### src/rtl/uart_rx_if.sv
// Byte-side interface of uart_rx: received byte, sticky status flags and the
// consumer's clear strobe. par_err exists only when UART_RX_PARITY_EN is defined.
interface uart_rx_if;
  // Handshake: rx_rdy is a sticky valid for rx_data. The consumer takes the byte
  // whenever it likes and answers with a one-cycle clr_rdy pulse, which also
  // clears every error flag. There is no backpressure on the serial line, so a
  // byte that completes while rx_rdy is still high raises ovr_err.
  logic [7:0] rx_data;
  logic       rx_rdy;
  logic       frm_err;
  logic       ovr_err;
  logic       clr_rdy;
`ifdef UART_RX_PARITY_EN
  logic       par_err;
`endif

  modport master (
    input  clr_rdy,
    output rx_data,
    output rx_rdy,
    output frm_err,
    output ovr_err
`ifdef UART_RX_PARITY_EN
    , output par_err
`endif
  );

  modport slave (
    output clr_rdy,
    input  rx_data,
    input  rx_rdy,
    input  frm_err,
    input  ovr_err
`ifdef UART_RX_PARITY_EN
    , input  par_err
`endif
  );
endinterface

### src/rtl/uart_rx.sv
// UART receiver, 8N1 (8E1 with even parity when UART_RX_PARITY_EN is defined).
// Samples each bit at its midpoint from a start-edge-aligned baud counter.
module uart_rx #(
  parameter int BAUD_CNT = 2604
) (
  input  logic       clk,
  input  logic       rst_n,
  input  logic       rx,
  uart_rx_if.master  bus,
  output logic [2:0] state_dbg
);

  localparam int HALF_CNT = BAUD_CNT / 2;
  localparam logic [11:0] BAUD_M1 = 12'(BAUD_CNT - 1);
  localparam logic [11:0] HALF_M1 = 12'(HALF_CNT - 1);

  if (BAUD_CNT < 8 || BAUD_CNT > 4096 || (BAUD_CNT % 2) != 0) begin : g_bad_baud
    $error("uart_rx: BAUD_CNT must be even and within 8..4096");
  end

  typedef enum logic [2:0] {
    IDLE   = 3'd0,
    START  = 3'd1,
    DATA   = 3'd2,
    STOP   = 3'd3,
    PARITY = 3'd4
  } state_t;

  state_t      state, state_nxt;
  logic        rx_meta, rx_s, rx_s_d;
  logic        fall;
  logic [11:0] cnt, cnt_nxt;
  logic        strobe;
  logic [2:0]  bit_idx;
  logic [7:0]  shift;
  logic        cmp_vld;
  logic        cmp_stop;
`ifdef UART_RX_PARITY_EN
  logic        par_bit;
  logic        cmp_perr;
`endif

  assign state_dbg = state;

  // Flops preset high so a line that idles high never looks like a start edge out of reset.
  always_ff @(posedge clk or negedge rst_n) begin
    if (!rst_n) begin
      rx_meta <= 1'b1;
      rx_s    <= 1'b1;
      rx_s_d  <= 1'b1;
    end else begin
      rx_meta <= rx;
      rx_s    <= rx_meta;
      rx_s_d  <= rx_s;
    end
  end

  assign fall = rx_s_d & ~rx_s;

  always_ff @(posedge clk or negedge rst_n) begin
    if (!rst_n) begin
      state <= IDLE;
      cnt   <= 12'd0;
    end else begin
      state <= state_nxt;
      cnt   <= cnt_nxt;
    end
  end

  always_comb begin
    state_nxt = state;
    strobe    = 1'b0;
    case (state)
      IDLE: begin
        if (fall) state_nxt = START;
      end
      START: begin
        if (cnt == HALF_M1) begin
          strobe    = 1'b1;
          state_nxt = rx_s ? IDLE : DATA;
        end
      end
      DATA: begin
        if (cnt == BAUD_M1) begin
          strobe = 1'b1;
          if (bit_idx == 3'd7) begin
`ifdef UART_RX_PARITY_EN
            state_nxt = PARITY;
`else
            state_nxt = STOP;
`endif
          end
        end
      end
`ifdef UART_RX_PARITY_EN
      PARITY: begin
        if (cnt == BAUD_M1) begin
          strobe    = 1'b1;
          state_nxt = STOP;
        end
      end
`endif
      STOP: begin
        // Leaving at mid stop bit leaves half a bit to catch a back-to-back start edge.
        if (cnt == BAUD_M1) begin
          strobe    = 1'b1;
          state_nxt = IDLE;
        end
      end
      default: state_nxt = IDLE;
    endcase

    if (state == IDLE || strobe || state_nxt != state) begin
      cnt_nxt = 12'd0;
    end else begin
      cnt_nxt = cnt + 12'd1;
    end
  end

  always_ff @(posedge clk or negedge rst_n) begin
    if (!rst_n) begin
      bit_idx  <= 3'd0;
      shift    <= 8'h00;
      cmp_vld  <= 1'b0;
      cmp_stop <= 1'b0;
`ifdef UART_RX_PARITY_EN
      par_bit  <= 1'b0;
      cmp_perr <= 1'b0;
`endif
    end else begin
      cmp_vld <= 1'b0;
      if (state == START && strobe) begin
        bit_idx <= 3'd0;
      end
      if (state == DATA && strobe) begin
        shift   <= {rx_s, shift[7:1]};
        bit_idx <= bit_idx + 3'd1;
      end
`ifdef UART_RX_PARITY_EN
      if (state == PARITY && strobe) begin
        par_bit <= rx_s;
      end
`endif
      if (state == STOP && strobe) begin
        cmp_vld  <= 1'b1;
        cmp_stop <= rx_s;
`ifdef UART_RX_PARITY_EN
        cmp_perr <= ^{shift, par_bit};
`endif
      end
    end
  end

  // A completing frame overrides a coincident clr_rdy; the clear only removes stale state.
  always_ff @(posedge clk or negedge rst_n) begin
    if (!rst_n) begin
      bus.rx_data <= 8'h00;
      bus.rx_rdy  <= 1'b0;
      bus.frm_err <= 1'b0;
      bus.ovr_err <= 1'b0;
`ifdef UART_RX_PARITY_EN
      bus.par_err <= 1'b0;
`endif
    end else if (cmp_vld) begin
      bus.rx_data <= shift;
      if (bus.clr_rdy) begin
        bus.rx_rdy  <= cmp_stop;
        bus.frm_err <= ~cmp_stop;
        bus.ovr_err <= 1'b0;
`ifdef UART_RX_PARITY_EN
        bus.par_err <= cmp_perr;
`endif
      end else begin
        if (cmp_stop) begin
          bus.rx_rdy <= 1'b1;
          if (bus.rx_rdy) bus.ovr_err <= 1'b1;
        end else begin
          bus.frm_err <= 1'b1;
        end
`ifdef UART_RX_PARITY_EN
        if (cmp_perr) bus.par_err <= 1'b1;
`endif
      end
    end else if (bus.clr_rdy) begin
      bus.rx_rdy  <= 1'b0;
      bus.frm_err <= 1'b0;
      bus.ovr_err <= 1'b0;
`ifdef UART_RX_PARITY_EN
      bus.par_err <= 1'b0;
`endif
    end
  end

endmodule
### src/flat_wrapper.sv
// flat-port wrapper written by rule: the top's interface ports become plain ports
module uart_rx_flat 
#(
  parameter int BAUD_CNT = 2604
)
  (clk, rst_n, rx, state_dbg, bus_clr_rdy, bus_rx_data, bus_rx_rdy, bus_frm_err, bus_ovr_err);
  uart_rx_if bus_i ();
  input  logic clk;
  input  logic rst_n;
  input  logic rx;
  output logic [2:0] state_dbg;
  input wire logic [$bits(bus_i.clr_rdy)-1:0] bus_clr_rdy;
  output wire logic [$bits(bus_i.rx_data)-1:0] bus_rx_data;
  output wire logic [$bits(bus_i.rx_rdy)-1:0] bus_rx_rdy;
  output wire logic [$bits(bus_i.frm_err)-1:0] bus_frm_err;
  output wire logic [$bits(bus_i.ovr_err)-1:0] bus_ovr_err;
  assign bus_i.clr_rdy = bus_clr_rdy;
  assign bus_rx_data = bus_i.rx_data;
  assign bus_rx_rdy = bus_i.rx_rdy;
  assign bus_frm_err = bus_i.frm_err;
  assign bus_ovr_err = bus_i.ovr_err;
  uart_rx #(.BAUD_CNT(BAUD_CNT)) u_core (.clk(clk), .rst_n(rst_n), .rx(rx), .bus(bus_i), .state_dbg(state_dbg));
endmodule
### config.mk
export PLATFORM = sky130hd
export DESIGN_NAME = uart_rx_flat
export DESIGN_NICKNAME = d
export VERILOG_FILES = /design/src/rtl/uart_rx_if.sv /design/src/rtl/uart_rx.sv /design/src/flat_wrapper.sv
export SDC_FILE = /design/constraint.sdc
export NUM_CORES = 1
export LEC_CHECK = 0
export ABC_AREA = 1
export CAP_MARGIN = 25
export CORE_ASPECT_RATIO = 0.6
export CORE_UTILIZATION = 50
export CTS_CLUSTER_DIAMETER = 150
export DETAILED_ROUTE_END_ITERATION = 12
export GPL_ROUTABILITY_DRIVEN = 0
export PLACE_DENSITY = 0.71
export SLEW_MARGIN = 15
export SYNTH_ARGS = -nofsm -noshare
export SYNTH_HDL_FRONTEND = slang
export SYNTH_SLANG_ARGS = --single-unit
### constraint.sdc
create_clock -name clk -period 2.9 [get_ports clk]
set_input_delay 0.435 -clock clk [delete_from_list [all_inputs] [get_ports clk]]
set_output_delay 0.435 -clock clk [all_outputs]
set_load 0.02 [all_outputs]
# Word-level counts from Yosys, hierarchy flattened
# Cells that the tools add are included.
# classes
n_addsub,2
n_mul,0
div_mod_pow,0
magnitude_cmp,0
eq_ne,8
n_shift,0
n_mux,25
bitwise_logic,3
n_reduce_logical,14
# ops
operator,count
$mux 3,7
$mux 1,14
$add 12x1->12 const B,1
$eq 12x11->1 const B,1
$eq 12x12->1 const B,1
$mux 12,1
$pmux 3 s4,1
$reduce_bool 2->1,4
$eq 3x2->1 const B,2
$reduce_and 2->1,2
$add 3x1->3 const B,1
$eq 3x1->1 const B,1
$eq 3x3->1 const B,1
$logic_and 1x1->1,3
$logic_not 3->1,1
$ne 3x3->1,1
$reduce_and 3->1,1
$logic_or 1x1->1,2
$mux 2,1
$ne 2x2->1 const B,1
$not 1->1,2
$pmux 1 s2,1
$reduce_or 2->1,1
$and 1x1->1,1
# totals
ff_bits,42
latchBits,0
ramBits,0
mem_bits_ro,0
in_bits,4
out_inout_bits,14
elab_cells,65
mem_count,0

# Depth between registers and ports, before layout
# Gate-level depths: netlist of run 1.
# logic_depth
depth_word,7
depth_mapped,9
mapped_depth_nobuf,9

# Worst setup path before layout of run 1
# Ideal clock, no wire load.
# synth_timing
path_kind,reg2reg
start,reg u_core.cnt[0]
end,reg u_core.cnt[6]
setup_ns,0.121
arrival_ns,1.301
t_required_ns,2.779
slack_ns,1.477
stages_incl_launch_ff,8
n_path_buf,1
period_less_slack_ns,1.423
cell_sequence,dfrtp_1 -> ha_1 -> nand2_1 -> nor2_1 -> nand4_1 -> o211ai_2 -> buf_6 -> nor2_1
# synth_via
elab_chain_cells,6
elab_cells_between_ends,14
cone_classes,add/sub: 1; eq/ne: 3; mux: 8; reduce/logical: 2
# synth_rtl
item,line,rtl
from (decl),uart_rx.sv:32,"logic [11:0] cnt, cnt_nxt;"
from (signal assigned),uart_rx.sv:66,cnt <= cnt_nxt;
$eq 12x12->1 or $eq 12x11->1 (tied branches),"uart_rx.sv:84, uart_rx.sv:105, uart_rx.sv:78",
"$mux 3, or another cell as far along",uart_rx.sv:105,if (cnt == BAUD_M1) begin
$pmux 3 s4 or $pmux 1 s2 (tied branches),uart_rx.sv:73,case (state)
$ne 3x3->1 or $logic_or 1x1->1 (tied branches),uart_rx.sv:113,if (state == IDLE || strobe || state_nxt != state) begin
$logic_or 1x1->1,uart_rx.sv:113,
$mux 12 (*),uart_rx.sv:113,
net u_core.cnt_nxt[6],uart_rx.sv:32,
# Mark *: on every way through the listed nets, which the timed path passes. The rest lies on a longest branch.
# A chain may end at the register's enable or synchronous reset.

# Worst setup path after layout of run 1
# layout_timing
start,reg u_core.state[2] (netlist: u_core.state_dbg[2])
end,out state_dbg[2]
# layout_lines
item,line,rtl
from (decl),uart_rx.sv:29,"state_t state, state_nxt;"
from (signal assigned),uart_rx.sv:65,state <= state_nxt;
to (decl),flat_wrapper.sv:11,output logic [2:0] state_dbg;
# No word-level cell between the ends.

==> flow_metrics.tcl, run 1 <==
set metrics [dict create \
    slowest_stage "clkdlybuf4s50_1" \
    fp.coreArea_um2 3700 \
    post-route-min-period_ns 1.87 \
    post_drt_wl_per_cell_um 11.9 \
    r2r_end "u_core.shift[7]" \
    synth_edf_count 0 \
    ys_warn_count 0 \
    dieWidth_um 82.8 \
    crit_end "state_dbg[2]" \
    synth_cell_type_count 28 \
    cp.buffers_inverters 1 \
    critical_path_arrival_ns 1.44 \
    endpoint_kind "output port" \
    met1_usage_pct 33.5 \
    peakVddDrop_v 0.000304 \
    grt_max_degree 43 \
    vias 1515 \
    ff2ff_path_depth 8 \
    clk_latency_ns 0.29 \
    start_util_pct 52.9 \
    cellLeakagePower_nw 1.07 \
    slowest_delay_ns 0.66 \
    relSlewSlack_pct 40.3 \
    cts_hold_buf 0 \
    path_cells "clkdlybuf4s50_1" \
    path_clk_slew_ns 0.08 \
    cp.required_ns 2.47 \
    drc 0 \
    clock_tree.buffer_depth 2 \
    synth_nets 245 \
    ctsResizeCount 0 \
    cts_setup_buffers 0 \
    worstMarginPinSlew_ns 0.896 \
    ys_seq_elements 42 \
    finalCritPeriodShare_pct 64.6 \
    drv_cap 0 \
    max_freq_mhz 533 \
    postRouteAntennaNets 0 \
    place.detailed.hpwl_um 2550 \
    cts_tree "yes" \
    antenna_found_initial 0 \
    clkSinkCount 42 \
    antennaDiodeCount 0 \
    setup_tns_ns 0 \
    viasPerCell 4.97 \
    grt_util_met3_pct 5.64 \
    startpoint "u_core.state_dbg[2]" \
    drt_pass1_iterations 4 \
    whs_ns 0.258 \
    grt_usage_pct 20.8 \
    cts_buffers 5 \
    busiest_layer "met1" \
    synth_area_per_cell_um2 8.26 \
    r2r_start "u_core.cnt[0]" \
    die_h_um 50.5 \
    synth_area_um2 1960 \
    met2_usage_pct 26.6 \
    grt_pass1_wl_um 6340 \
    htree_levels 2 \
    grt_pass1_vias 1357 \
    grt.overflow.total 0 \
    fin_nets 265 \
    rows 17 \
    path_depth 1 \
    crit_type "flip-flop to output port" \
    clock_skew_ns 0.00982 \
    cp_top_family "buffers and inverters" \
    synth_ff_type "dfrtp_1" \
    cellPowerDensity_nw_per_um2 453 \
    crit_fanout 6 \
    hold_class "primary input to async pin" \
    status "finished, final reports clean" \
    drt_iter0_drc 137 \
    drive_gt1_share_pct 6.59 \
    io_buffers 17 \
    netlist_instances 237 \
    finalWirelength_um 3640 \
    finish.utilization_pct 60.8 \
    hold_viol_final 0 \
    start_kind "flip-flop" \
    io_pins 18 \
    syn_to_final_growth_pct 14.9 \
    synthArstFlopShare_pct 100 \
    setup_viol 0 \
    synth-seq-area-share_pct 53.9 \
    slew_viol_final 0 \
    rsz0062_at_grt "no" \
    cts_root_buf "clkbuf_8" \
    reg2reg_slack_ns 1.12 \
    dieArea_um2 4180 \
]
## synthesized netlist by cell type (2+ instances only)
master / number / area, um^2
nor2_2: 2 / 12.5
nand3_1: 21 / 105
o21ai_0: 4 / 20.0
a21oi_1: 2 / 10.0
nand4_1: 5 / 31.3
xor2_1: 6 / 52.6
dfrtp_1: 39 / 976
nand2_1: 82 / 308
nor3_1: 2 / 10.0
inv_1: 21 / 78.8
dfstp_2: 3 / 78.8
nor2_1: 31 / 116
ha_1: 4 / 50.1
## cell usage in the layout (no fill, tap or decap)
master           instances
nand4_1                  5
inv_1                   21
o211ai_2                 1
nor2_1                  31
buf_2                    1
conb_1                   1
a21oi_1                  2
dfrtp_1                 39
nand3b_1                 1
ha_1                     4
clkdlybuf4s50_1         16
nor3_4                   1
nor4_1                   1
o21ai_0                  4
clkinv_2                 1
dfstp_2                  3
clkinv_1                 1
nand3_1                 21
a31oi_1                  1
clkinvlp_4               1
clkbuf_8                 6
xor2_1                   6
or2_0                    1
o22ai_1                  1
xnor2_1                  1
inv_2                    1
nor2_2                   2
nor3_1                   2
nand2_1                 82
## how the worst min path moves through the flow
| stage | startpoint | to | depth (start not counted) | slack, ns |
|---|---|---|---|---|
| after global routing | rst_n | u_core.bus.rx_data[7] | 1 | 0.34 |
| after detailed placement | u_core.rx_meta | u_core.rx_s | 0 | 0.35 |
| after floorplan | rst_n | u_core.bit_idx[0] | 0 | 0.14 |
| after global placement | u_core.rx_meta | u_core.rx_s | 0 | 0.35 |
| after CTS | rst_n | u_core.bus.rx_data[7] | 1 | 0.30 |
| final | rst_n | u_core.bus.rx_data[4] | 1 | 0.26 |
## sequential cells by signal, summed over array words and instances, names as in the netlist, 3 cells and up
signal              count
u_core.state_dbg        3
u_core.cnt             12
u_core.bus.rx_data      8
u_core.shift            8
u_core.bit_idx          3
## power by group
group	switching, mW	internal (mW)	leakage (nW)
Sequential	0.00473	0.592	0.573
Clock	0.198	0.191	0.0472
Combinational	0.0232	0.00984	0.453
## final cells by class
type | count | area, um^2
Clock inverter | 2 | 12.5
Multi-Input combinational cell | 168 | 790
Inverter | 23 | 86.3
Timing Repair Buffer | 17 | 165
Clock buffer | 6 | 82.6
Tap cell | 47 | 58.8
Fill cell | 331 | 1450
Sequential cell | 42 | 1050
## cells by family (layout without fill, tap and decap cells)
logic type | after synthesis | in the layout | synth area share (%)
and+or+nand+nor | 147 | 147 | 31.6
adders and majority gates | 4 | 4 | 2.56
buffers and inverters | 27 | 48 | 5.81
AOI/OAI and AO/OA | 9 | 9 | 2.81
xor gates and xnor gates | 7 | 7 | 3.13
DFF | 42 | 42 | 53.9
other | 1 | 1 | 0.192
## per-layer routing
metal | vias up | part of all wire (%) | wire length [um]
met2 | 33 | 36 | 1330
met1 | 693 | 58 | 2100
met4 | 0 | 1.1 | 40
met5 | - | 0 | 0
met3 | 5 | 4.7 | 172
li1 | 784 | - | -
## through the flow
step | power, mW | cell area [um^2] | cells | setup slack, ns
5_1_grt | 1.06 | 2250 | 305 | 0.892
3_5_place_dp | 0.642 | 2150 | 297 | 1.12
6_report | 1.02 | 2250 | 305 | 1.03
2_1_floorplan | 0.621 | 1960 | 237 | 1.48
4_1_cts | 1.03 | 2250 | 305 | 1.01
3_3_place_gp | 0.642 | 2150 | 297 | 1.19
Note: power is estimated with default switching activity, not from simulation.
==> run 2: changes to the inputs <==
- PLACE_DENSITY: 0.71 -> 0.74
- clock period: 2.9 -> 1.55 ns (I/O delays scaled with it)
==> run 2 against run 1 <==
Flip-flop and latch count unchanged; clock-buffer cell count increased by 1; critical endpoint is now bus_rx_data[2]; routed wire length increased by 17%; design area increased by 11%; die area unchanged; non-clock buffer count increased by 14; via count increased by 11%; clock power increased by 130%; critical path depth unchanged; sequential power increased by 88%.
==> flow_metrics.tcl, run 2 (same netlist as run 1, synthesis figures left out) <==
set metrics [dict create \
    path_depth 1 \
    vias 1679 \
    clock_tree.buffer_depth 2 \
    io_buffers 17 \
    cts_tree "yes" \
    finalCritPeriodShare_pct 96.2 \
    reg2reg_slack_ns 0.08 \
    dieArea_um2 4180 \
    final_common_cell "nand2_1" \
    grt_pass1_wl_um 7070 \
    reg_top3 "u_core.cnt: 12 flops, u_core.bus.rx_data: 8 flops, u_core.shift: 8 flops" \
    path_cells "clkdlybuf4s50_1" \
    io_pins 18 \
    drive_gt1_share_pct 16.8 \
    hold_class "primary input to flip-flop" \
    cp_top_family "buffers and inverters" \
    postRouteAntennaNets 0 \
    slew_viol_final 0 \
    slowest_stage "clkdlybuf4s50_1" \
    p_total_mw 2.09 \
    finalWirelength_um 4270 \
    drc 0 \
    die_h_um 50.5 \
    largest_reg_flops 12 \
    place.detailed.hpwl_um 2770 \
    r2r_end "u_core.bit_idx[0]" \
    crit_type "flip-flop to output port" \
    hold_path_depth 1 \
    critical_path_arrival_ns 1.26 \
    rsz0062_at_grt "yes" \
    start_kind "flip-flop" \
    antennaDiodeCount 0 \
    rows 17 \
    ff2ff_path_depth 8 \
    viasPerCell 5.25 \
    r2r_start "u_core.cnt[7]" \
    antenna_found_initial 0 \
    grt_usage_pct 23.5 \
    top_register "u_core.cnt" \
    post-route-min-period_ns 1.49 \
    hold_viol_final 0 \
    post_drt_wl_per_cell_um 13.3 \
    clock_skew_ns 0.00777 \
    cp.required_ns 1.32 \
    fp.coreArea_um2 3700 \
    cp.buffers_inverters 1 \
    grt_pass1_vias 1493 \
    max_freq_mhz 671 \
    cts_buffers 5 \
    final_cell_mix "nand2_1, dfrtp_1, nor2_1, inv_1, nand3_1" \
    clk_latency_ns 0.29 \
    start_util_pct 52.9 \
    status "finished, final reports clean" \
    fin_ws_ns 0.0592 \
    startpoint "u_core.bus.rx_data[2]" \
    slowest_delay_ns 0.61 \
    fin_nets 280 \
    cellPowerDensity_nw_per_um2 836 \
    clkSinkCount 42 \
    dieWidth_um 82.8 \
    drt_pass1_iterations 5 \
    crit_end "bus_rx_data[2]" \
    syn_to_final_growth_pct 27.6 \
    path_clk_slew_ns 0.07 \
    drt_iter0_drc 117 \
    peakVddDrop_v 0.000590 \
    endpoint_kind "output port" \
    cts_root_buf "clkbuf_8" \
    post-place-ws_ns -0.0638 \
    grt.overflow.total 0 \
    setup_viol 0 \
    cellLeakagePower_nw 1.23 \
    crit_fanout 2 \
    grt_max_degree 43 \
    htree_levels 2 \
    drv_cap 0 \
]
==> run 2: final cells by class <==
class                   count  area, um^2
fillers                   316        1200
flip-flops and latches     42        1060
multi-input cells         169         881
repair buffers             31         298
clock buffers               7        86.3
inverters                  23        86.3
well taps                  47        58.8
clock inverters             1        30.0
==> run 2: routing by layer <==
metal / track usage, % / up-vias / wire length (um)
li1: - / 821 / -
met1: 37.6 / 796 / 2100
met2: 30.1 / 57 / 1790
met3: 6.36 / 5 / 328
met4: 7.18 / 0 / 38
met5: 0 / - / 0
==> run 2: worst min-delay path by stage <==
stage                     startpoint               endpoint  slack (ns)
after global routing              rx         u_core.rx_meta        0.34
after CTS                         rx         u_core.rx_meta        0.34
after floorplan                rst_n      u_core.bit_idx[0]       -0.06
after detailed placement       rst_n  u_core.bus.rx_data[1]        0.22
final                             rx         u_core.rx_meta        0.35
after global placement         rst_n  u_core.bus.rx_data[4]        0.22
==> run 2: power by group <==
part | total, mW | internal, mW | leakage [nW] | switching, mW
sequential | 1.12 | 1.11 | 0.568 | 0.00983
clock | 0.888 | 0.525 | 0.0585 | 0.362
combinational | 0.0843 | 0.0335 | 0.607 | 0.0508
total | 2.09 | 1.67 | 1.23 | 0.423
==> run 2: repair_timing <==
item	CTS	global route
setup buffers	1	3
gates cloned	1	1
gates resized for setup	5	26
pin swaps	1	4
hold buffers	1	0
hold endpoints to repair	39	0
endpoints found under the setup margin	14	28
==> run 2: stage by stage <==
stage / setup TNS, ns / hold slack, ns / instance area (um^2) / utilization [%] / instances
finish: 0 / 0.346 / 2500 / 67.5 / 320
global route: -0.160 / 0.344 / 2500 / 67.5 / 320
CTS: -0.0890 / 0.338 / 2380 / 64.4 / 316
detailed placement: -0.545 / 0.221 / 2230 / 60.2 / 305
global placement: 0 / 0.221 / 2230 / 60.2 / 305
floorplan: 0 / -0.0631 / 1960 / - / 237
==> run 3: changes to the inputs <==
- SKIP_CTS_REPAIR_TIMING: not set -> 1
==> run 3 against run 2 <==
Sequential share of layout area fell by 0.32 points; first-iteration DRC count rose by 7.7%; via count fell by 2.7%; clock power barely moved; largest power group unchanged; total power rose by 0.26%; non-clock buffer count rose by 2.
==> flow_metrics.tcl, run 3 (same netlist as run 1, synthesis figures left out) <==
set metrics [dict create \
    grt_pass1_vias 1467 \
    stdcell_area_um2 2510 \
    post-place-ws_ns -0.0638 \
    finish.utilization_pct 68.0 \
    startpoint "u_core.state_dbg[1]" \
    worstHoldStart "rx" \
    postRouteAntennaNets 0 \
    rsz0062_at_grt "yes" \
    endpoint_kind "flip-flop" \
    ff2ff_path_depth 6 \
    post_drt_wl_per_cell_um 13.5 \
    antenna_found_initial 0 \
    hold_path_end "u_core.rx_meta" \
    start_kind "flip-flop" \
    dieWidth_um 82.8 \
    finalCritPeriodShare_pct 98.3 \
    finalWirelength_um 4350 \
    vias 1634 \
    status "finished, final reports clean" \
    clock_tree.buffer_depth 2 \
    rows 17 \
    grt_pass1_wl_um 6780 \
    crit_fanout 6 \
    r2r_start "u_core.state_dbg[1]" \
    cellLeakagePower_nw 1.27 \
    place.detailed.hpwl_um 2770 \
    cp.required_ns 1.71 \
    viasPerCell 5.07 \
    grt_max_degree 43 \
    drv_cap 0 \
    hold_viol_final 0 \
    drive_gt1_share_pct 17.1 \
    max_freq_mhz 656 \
    reg_top3 "u_core.cnt: 12 flops, u_core.bus.rx_data: 8 flops, u_core.shift: 8 flops" \
    die_h_um 50.5 \
    drt_pass1_iterations 5 \
    place_area_um2 2230 \
    clkSinkCount 42 \
    drt_iter0_drc 126 \
    final_cell_mix "nand2_1, dfrtp_1, nor2_1, inv_1, nand3_1" \
    cellPowerDensity_nw_per_um2 833 \
    io_buffers 17 \
    fin_nets 282 \
    r2r_end "u_core.cmp_stop" \
    fin_ws_ns 0.0262 \
    setup_viol 0 \
    htree_levels 2 \
    post-route-min-period_ns 1.52 \
    cts_tree "yes" \
    crit_type "flip-flop to flip-flop" \
    setup_tns_ns 0 \
    antennaDiodeCount 0 \
    dieArea_um2 4180 \
    whs_ns 0.347 \
    top_register "u_core.cnt" \
    reg2reg_slack_ns 0.03 \
    syn_to_final_growth_pct 28.4 \
    cts_buffers 5 \
    grt.overflow.total 0 \
    path_clk_slew_ns 0.08 \
    hold_path_depth 1 \
    clk_latency_ns 0.29 \
    clock_skew_ns 0.00733 \
    critical_path_arrival_ns 1.69 \
    slew_viol_final 0 \
    drc 0 \
    io_pins 18 \
    grt_usage_pct 22.5 \
    cts_root_buf "clkbuf_8" \
    peakVddDrop_v 0.000593 \
    largest_reg_flops 12 \
    start_util_pct 52.9 \
    fp.coreArea_um2 3700 \
    hold_class "primary input to flip-flop" \
    final_common_cell "nand2_1" \
]
[run 3: per-stage QoR]
stage	std cells	total power, mW
3_5_place_dp	305	1.21
3_3_place_gp	305	1.21
5_1_grt	322	2.19
6_report	322	2.09
2_1_floorplan	237	1.16
4_1_cts	313	2.10
[run 3: power by group]
group          switching, mW  total, mW  internal (mW)  leakage (nW)
logic                 0.0528     0.0902         0.0374         0.638
registers            0.00997       1.12           1.11         0.571
clock network          0.362      0.887          0.525        0.0585
[run 3: area by class of cell]
class                           instances  area, um^2
Fill cell                             320        1190
Sequential cell                        42        1060
Multi-Input combinational cell        169         880
Timing Repair Buffer                   33         317
Clock buffer                            7        86.3
Inverter                               23        86.3
Tap cell                               47        58.8
Clock inverter                          1        30.0
[run 3: worst max-delay path, cell delays in order, from the launching register on]
cell	delay, ns
dfrtp_1	0.47
inv_1	0.11
nor2_4	0.18
nand4_1	0.12
buf_4	0.18
o21ai_0	0.24
nand2_1	0.09
[run 3: routing by layer]
metal  wire [um]  up-vias  global-route usage (%)  part of all wire [%]
met3         335        5                    6.36                   7.7
li1            -      821                       -                     -
met4          41        0                    6.03                  0.94
met1        2250      763                    35.9                    52
met2        1720       45                    29.0                    40
met5           0        -                       0                     0
[run 3: how the worst max path moves through the flow]
| stage | to | slack, ns | cells past startpoint |
|---|---|---|---|
| floorplan | u_core.cnt[6] | 0.13 | 7 |
| detailed placement | u_core.cnt[8] | -0.06 | 6 |
| global placement | u_core.cnt[0] | 0.04 | 6 |
| CTS | state_dbg[2] | -0.14 | 1 |
| global route | u_core.cmp_stop | -0.06 | 6 |
| finish | u_core.cmp_stop | 0.03 | 6 |
